<file path="src/rtl/coord_entry_fsm_if.sv">
// rtl/coord_entry_fsm_if.sv - button/ack inputs and cursor/selection outputs of one player's entry FSM
interface coord_entry_fsm_if;
  logic       btn_up;
  logic       btn_down;
  logic       btn_left;
  logic       btn_right;
  logic       btn_sel;
  logic       ack;
  logic [3:0] x_cur;
  logic [3:0] y_cur;
  logic [3:0] x_out;
  logic [3:0] y_out;
  logic       ready;

  modport master (
    input  btn_up, btn_down, btn_left, btn_right, btn_sel, ack,
    output x_cur, y_cur, x_out, y_out, ready
  );

  modport slave (
    output btn_up, btn_down, btn_left, btn_right, btn_sel, ack,
    input  x_cur, y_cur, x_out, y_out, ready
  );
endinterface

</file>
<file path="src/rtl/coord_entry_fsm.sv">
// rtl/coord_entry_fsm.sv - cursor entry with edge/auto-repeat stepping and a ready/ack selection handshake
module coord_entry_fsm #(
  parameter int GRID_W     = 10,
  parameter int GRID_H     = 10,
  parameter int REPEAT_DLY = 25_000_000,
  parameter int REPEAT_PER = 5_000_000
) (
  input  logic                clk,
  input  logic                reset,
  coord_entry_fsm_if.master   bus
);

  typedef enum logic [1:0] {EDIT, HOLD, COOL} state_t;

  localparam logic [3:0]  X_MAX     = 4'(GRID_W - 1);
  localparam logic [3:0]  Y_MAX     = 4'(GRID_H - 1);
  localparam logic [31:0] DLY       = 32'(REPEAT_DLY);
  localparam logic [31:0] RELOAD_AT = 32'(REPEAT_DLY + REPEAT_PER - 1);

  state_t      state_q, state_d;
  logic [3:0]  x_cur_q, x_cur_d, y_cur_q, y_cur_d;
  logic [3:0]  x_out_q, x_out_d, y_out_q, y_out_d;
  logic        ready_q, ready_d;
  logic [4:0]  prev_q, prev_d;
  logic [31:0] cnt_q [4];
  logic [31:0] cnt_d [4];

  logic [3:0]  dir_lvl;
  logic [3:0]  step_ev;
  logic        sel_rise;

  // Direction index: 0 up, 1 down, 2 left, 3 right. The hold count folds back to
  // DLY after each period so the tick compare stays a plain equality.
  always_comb begin
    dir_lvl  = {bus.btn_right, bus.btn_left, bus.btn_down, bus.btn_up};
    prev_d   = {bus.btn_sel, dir_lvl};
    sel_rise = bus.btn_sel & ~prev_q[4];
    step_ev  = 4'b0000;
    for (int i = 0; i < 4; i++) begin
      cnt_d[i] = 32'd0;
      if (dir_lvl[i]) begin
        if (cnt_q[i] == RELOAD_AT) cnt_d[i] = DLY;
        else                       cnt_d[i] = cnt_q[i] + 32'd1;
      end
      step_ev[i] = dir_lvl[i] & (~prev_q[i] | (cnt_q[i] == DLY));
    end
  end

  always_comb begin
    state_d = state_q;
    x_cur_d = x_cur_q;
    y_cur_d = y_cur_q;
    x_out_d = x_out_q;
    y_out_d = y_out_q;
    ready_d = ready_q;
    case (state_q)
      EDIT: begin
        if (sel_rise) begin
          state_d = HOLD;
          ready_d = 1'b1;
          x_out_d = x_cur_q;
          y_out_d = y_cur_q;
        end else begin
          if (step_ev[0] && !step_ev[1])
            y_cur_d = (y_cur_q == 4'd0) ? Y_MAX : y_cur_q - 4'd1;
          else if (step_ev[1] && !step_ev[0])
            y_cur_d = (y_cur_q == Y_MAX) ? 4'd0 : y_cur_q + 4'd1;
          if (step_ev[2] && !step_ev[3])
            x_cur_d = (x_cur_q == 4'd0) ? X_MAX : x_cur_q - 4'd1;
          else if (step_ev[3] && !step_ev[2])
            x_cur_d = (x_cur_q == X_MAX) ? 4'd0 : x_cur_q + 4'd1;
        end
      end
      HOLD: begin
        if (bus.ack) begin
          state_d = COOL;
          ready_d = 1'b0;
          x_out_d = 4'd0;
          y_out_d = 4'd0;
        end
      end
      COOL:    state_d = EDIT;
      default: state_d = EDIT;
    endcase
  end

  always_ff @(posedge clk) begin
    if (reset) begin
      state_q <= EDIT;
      x_cur_q <= 4'd0;
      y_cur_q <= 4'd0;
      x_out_q <= 4'd0;
      y_out_q <= 4'd0;
      ready_q <= 1'b0;
      prev_q  <= 5'd0;
      for (int i = 0; i < 4; i++) cnt_q[i] <= 32'd0;
    end else begin
      state_q <= state_d;
      x_cur_q <= x_cur_d;
      y_cur_q <= y_cur_d;
      x_out_q <= x_out_d;
      y_out_q <= y_out_d;
      ready_q <= ready_d;
      prev_q  <= prev_d;
      for (int i = 0; i < 4; i++) cnt_q[i] <= cnt_d[i];
    end
  end

  assign bus.x_cur = x_cur_q;
  assign bus.y_cur = y_cur_q;
  assign bus.x_out = x_out_q;
  assign bus.y_out = y_out_q;
  assign bus.ready = ready_q;

endmodule

</file>
<file path="src/flat_wrapper.sv">
// flat-port wrapper written by rule: the top's interface ports become plain ports
module coord_entry_fsm_flat 
#(
  parameter int GRID_W     = 10,
  parameter int GRID_H     = 10,
  parameter int REPEAT_DLY = 25_000_000,
  parameter int REPEAT_PER = 5_000_000
)
  (clk, reset, bus_btn_up, bus_btn_down, bus_btn_left, bus_btn_right, bus_btn_sel, bus_ack, bus_x_cur, bus_y_cur, bus_x_out, bus_y_out, bus_ready);
  coord_entry_fsm_if bus_i ();
  input  logic clk;
  input  logic reset;
  input wire logic [$bits(bus_i.btn_up)-1:0] bus_btn_up;
  input wire logic [$bits(bus_i.btn_down)-1:0] bus_btn_down;
  input wire logic [$bits(bus_i.btn_left)-1:0] bus_btn_left;
  input wire logic [$bits(bus_i.btn_right)-1:0] bus_btn_right;
  input wire logic [$bits(bus_i.btn_sel)-1:0] bus_btn_sel;
  input wire logic [$bits(bus_i.ack)-1:0] bus_ack;
  output wire logic [$bits(bus_i.x_cur)-1:0] bus_x_cur;
  output wire logic [$bits(bus_i.y_cur)-1:0] bus_y_cur;
  output wire logic [$bits(bus_i.x_out)-1:0] bus_x_out;
  output wire logic [$bits(bus_i.y_out)-1:0] bus_y_out;
  output wire logic [$bits(bus_i.ready)-1:0] bus_ready;
  assign bus_i.btn_up = bus_btn_up;
  assign bus_i.btn_down = bus_btn_down;
  assign bus_i.btn_left = bus_btn_left;
  assign bus_i.btn_right = bus_btn_right;
  assign bus_i.btn_sel = bus_btn_sel;
  assign bus_i.ack = bus_ack;
  assign bus_x_cur = bus_i.x_cur;
  assign bus_y_cur = bus_i.y_cur;
  assign bus_x_out = bus_i.x_out;
  assign bus_y_out = bus_i.y_out;
  assign bus_ready = bus_i.ready;
  coord_entry_fsm #(.GRID_W(GRID_W), .GRID_H(GRID_H), .REPEAT_DLY(REPEAT_DLY), .REPEAT_PER(REPEAT_PER)) u_core (.clk(clk), .reset(reset), .bus(bus_i));
endmodule
</file>
<file path="config.mk">
export PLATFORM = sky130hd
export DESIGN_NAME = coord_entry_fsm_flat
export DESIGN_NICKNAME = d
export VERILOG_FILES = /design/src/rtl/coord_entry_fsm_if.sv /design/src/rtl/coord_entry_fsm.sv /design/src/flat_wrapper.sv
export SDC_FILE = /design/constraint.sdc
export NUM_CORES = 1
export LEC_CHECK = 0
export ABC_AREA = 0
export CORE_MARGIN = 1
export CORE_UTILIZATION = 35
export CTS_CLUSTER_DIAMETER = 50
export CTS_CLUSTER_SIZE = 8
export DETAILED_ROUTE_END_ITERATION = 7
export PLACE_DENSITY = 0.5
export REMOVE_ABC_BUFFERS = 1
export SLEW_MARGIN = 20
export SYNTH_ARGS = -nofsm -noshare
export SYNTH_HDL_FRONTEND = slang
export SYNTH_SLANG_ARGS = --single-unit
</file>
<file path="constraint.sdc">
create_clock -name clk -period 8.8 [get_ports clk]
set_input_delay 2.64 -clock clk [delete_from_list [all_inputs] [get_ports clk]]
set_output_delay 2.64 -clock clk [all_outputs]
set_load 0.1 [all_outputs]
</file>
==> summary.txt <==
Largest net degree at the start of global routing: 25
Pre-antenna DRT Iters: 5
First-pass GRT wire length: 27.7 mm
Ports: 25
Initial Util: 35.9%
Core area: 0.0203 sq mm
Grt ovf: 0
GPL Wtd Cong: 0.760
Clock transition at path regs: 0.06 ns
DR WL/cell: 14.2 um
CTS Sinks: 152
Post-detail-place hpwl: 11.0 mm
Worst ir drop on vdd: 108 uV
Clock Latency Late Sink: 0.43 ns
Worst reg2reg path depth: 10
Nets: 872
Type of destination of the critical path: output pin
H-tree depth: 4
Port Buf Inserts: 24
Setup TNS: 0 ns
Syn_area_per_cell: 8.66 sq um
Status: complete, no violations
Starting DRT DRC Count: 269
Arrival time at the worst endpoint: 2.27 ns
Layout cells sized above 1: 5.77%
Die H: 146 um
Yosys Warn Count: 0
Clk buf depth: 2
Max-cap violations: 0
Initial antenna violation count: 0
Dpl cells: 1105
Slowest-stage cell, CP: clkdlybuf4s50_1
RSZ-0062 raised after global routing: false
WHS Path Cells: 1
Rows: 52
WL final: 16.2 mm
Total CTS buffers: 17
CP required: 6.16 ns
Critical R2R Launch: u_core.cnt_q[1][24]
Post-synth EDFFs: 0
Max-Slew Margin vs Limit: 29.4%
Final Critical Period: 4.91 ns
Post-route worst setup slack: 3.89 ns
Register area share after synthesis: 41.8%
Final Non-Filler Cells: 1137
Fill cell count: 2098
Clk_skew: 0.0106 ns
CP startpoint kind: flop
Overall routing resource usage: 16.0%
Max frequency: 204 MHz
Min-Delay Path Class: reg2reg
Critical path class: reg2out
Residual DRC count: 0
Setup crit start: u_core.bus.y_cur[0]
Die area: 0.0214 sq mm
Post-CTS Setup Bufs: 0
Synth Instances: 841
Slew @ Worst Pin: 1.05 ns
Crit-path cells: clkdlybuf4s50_1
Pins Over Slew Limit: 0
CP bufs+invs: 1
CP top delay family: buffers and inverters
Fin crit share: 55.8%
TritonCTS clock tree: yes
Clock Tree Root: clkbuf_16
Setup WS pre-CTS: 3.93 ns
P&R area growth vs syn: 13.7%
Crit path max fanout: 13
Vias in the first global route: 5449
Beginning of the worst hold path: u_core.cnt_q[1][0]
Vias: 5797
Hold-fix buffers, CTS: 0
Unique masters post-synth: 50
Pleak: 0.00261 uW
Via density: 5.10
Mapped cell area: 0.00728 sq mm
FFs w/ async S/R, synth: 0%
Yosys reg bits: 152
Cts repair resizes: 0
PD cells: 182 mW/mm^2
Ant diodes: 0
Top FF cell, synth: dfxtp_1
Fin. Hold Viols: 0
Cell depth of the worst setup path: 1
Final setup violation count: 0
Slowest stage delay, CP: 1.25 ns
Antenna-violating nets left: 0
Width of the die: 146 um
Yosys cell counts (all sizes together) (2+ instances only):
library cell,n,share of area (%)
a21oi,35,2.4
a22oi,8,0.82
a31oi,5,0.43
and2,8,0.69
and3,20,1.7
and4,13,1.6
buf,10,1.3
clkbuf,22,1.1
dfxtp,152,42
ha,10,1.7
inv,20,1.0
nand2,50,3.1
nand2b,6,0.52
nand3,50,3.5
nand3b,6,0.67
nand4,50,4.3
nor2,132,6.8
nor2b,10,0.86
nor3,13,0.96
nor3b,5,0.52
nor4,29,3.2
nor4b,9,1.1
nor4bb,2,0.27
o21a,2,0.21
o21ai,21,1.4
o31ai,5,0.52
o41ai,2,0.24
or2,2,0.21
or3,7,0.60
or4,7,0.77
or4b,5,0.69
xnor2,46,5.5
xor2,74,8.9
cell families (layout without fill, tap and decap cells):
kind of cell | count (synthesis) | count (layout) | share of synthesized area [%]
buf+inv | 52 | 78 | 3.42
xor+xnor | 120 | 120 | 14.4
flops | 152 | 152 | 41.8
fa+ha+maj | 10 | 10 | 1.72
compound gates | 79 | 79 | 6.17
simple gates | 428 | 428 | 32.5
through the flow:
stage | cell area, sq um | total power (uW) | hold slack [ns] | util [%]
global route | 8280 | 1570 | 0.487 | 40.8
global placement | 7700 | 804 | 0.438 | 38.0
finish | 8280 | 1510 | 0.461 | 40.8
detailed placement | 7700 | 803 | 0.451 | 38.0
CTS | 8280 | 1530 | 0.461 | 40.8
floorplan | 7110 | 776 | 0.425 | -
path summary, 6_finish.rpt:
check,slack [ns],to
hold reg to reg,0.46,u_core.cnt_q[1][0]
setup reg to reg,5.43,u_core.bus.y_cur[3]
hold / removal,0.46,u_core.cnt_q[1][0]
setup / recovery,3.89,bus_y_cur[0]
cell type report:
cell class	count	area (sq um)	share of cell area, %
clock buffers	21	450	5.44
clock inverters	11	125	1.51
inverters	20	75.1	0.907
multi-input cells	637	3990	48.2
flip-flops and latches	152	3040	36.8
well taps	270	338	4.08
repair buffers	26	255	3.08
layer usage:
layer | vias up | global-route usage [%] | routed length (um)
met3 | 11 | 4.22 | 663
met5 | - | 0 | 0
met4 | 0 | 4.69 | 147
met2 | 72 | 24.3 | 7150
li1 | 2990 | - | -
met1 | 2724 | 22.1 | 8190
placed cells by master, fill, tap and decap left out, types with 5 or more instances in the layout:
cell type / count
dfxtp_1: 152
nor2_1: 132
xor2_1: 74
nand4_1: 50
nand3_1: 49
nand2_1: 47
xnor2_1: 46
a21oi_1: 35
clkdlybuf4s50_1: 24
nor4_1: 21
o21ai_0: 21
inv_1: 20
and3_1: 20
clkbuf_16: 17
and4_1: 13
nor3_1: 12
nor2b_1: 10
ha_1: 10
nor4b_1: 9
and2_1: 8
nor4_2: 8
a22oi_1: 8
or3_1: 7
or4_1: 6
nand2b_1: 6
nor3b_1: 5
o31ai_1: 5
nand3b_1: 5
a31oi_1: 5
clkinvlp_4: 5
flip-flops by register name, indices dropped and copies added, names as in the netlist:
name / flops
u_core.bus.y_out: 4
u_core.bus.y_cur: 4
u_core.cnt_q: 128
u_core.state_q: 2
u_core.bus.x_out: 4
u_core.bus.ready: 1
u_core.bus.x_cur: 4
u_core.prev_q: 5
power by group:
group          switching, uW  internal [uW]
clock network            299            425
logic                   57.1           23.5
registers               11.2            695
total                    367           1140
Note: power is estimated with default switching activity, not from simulation.
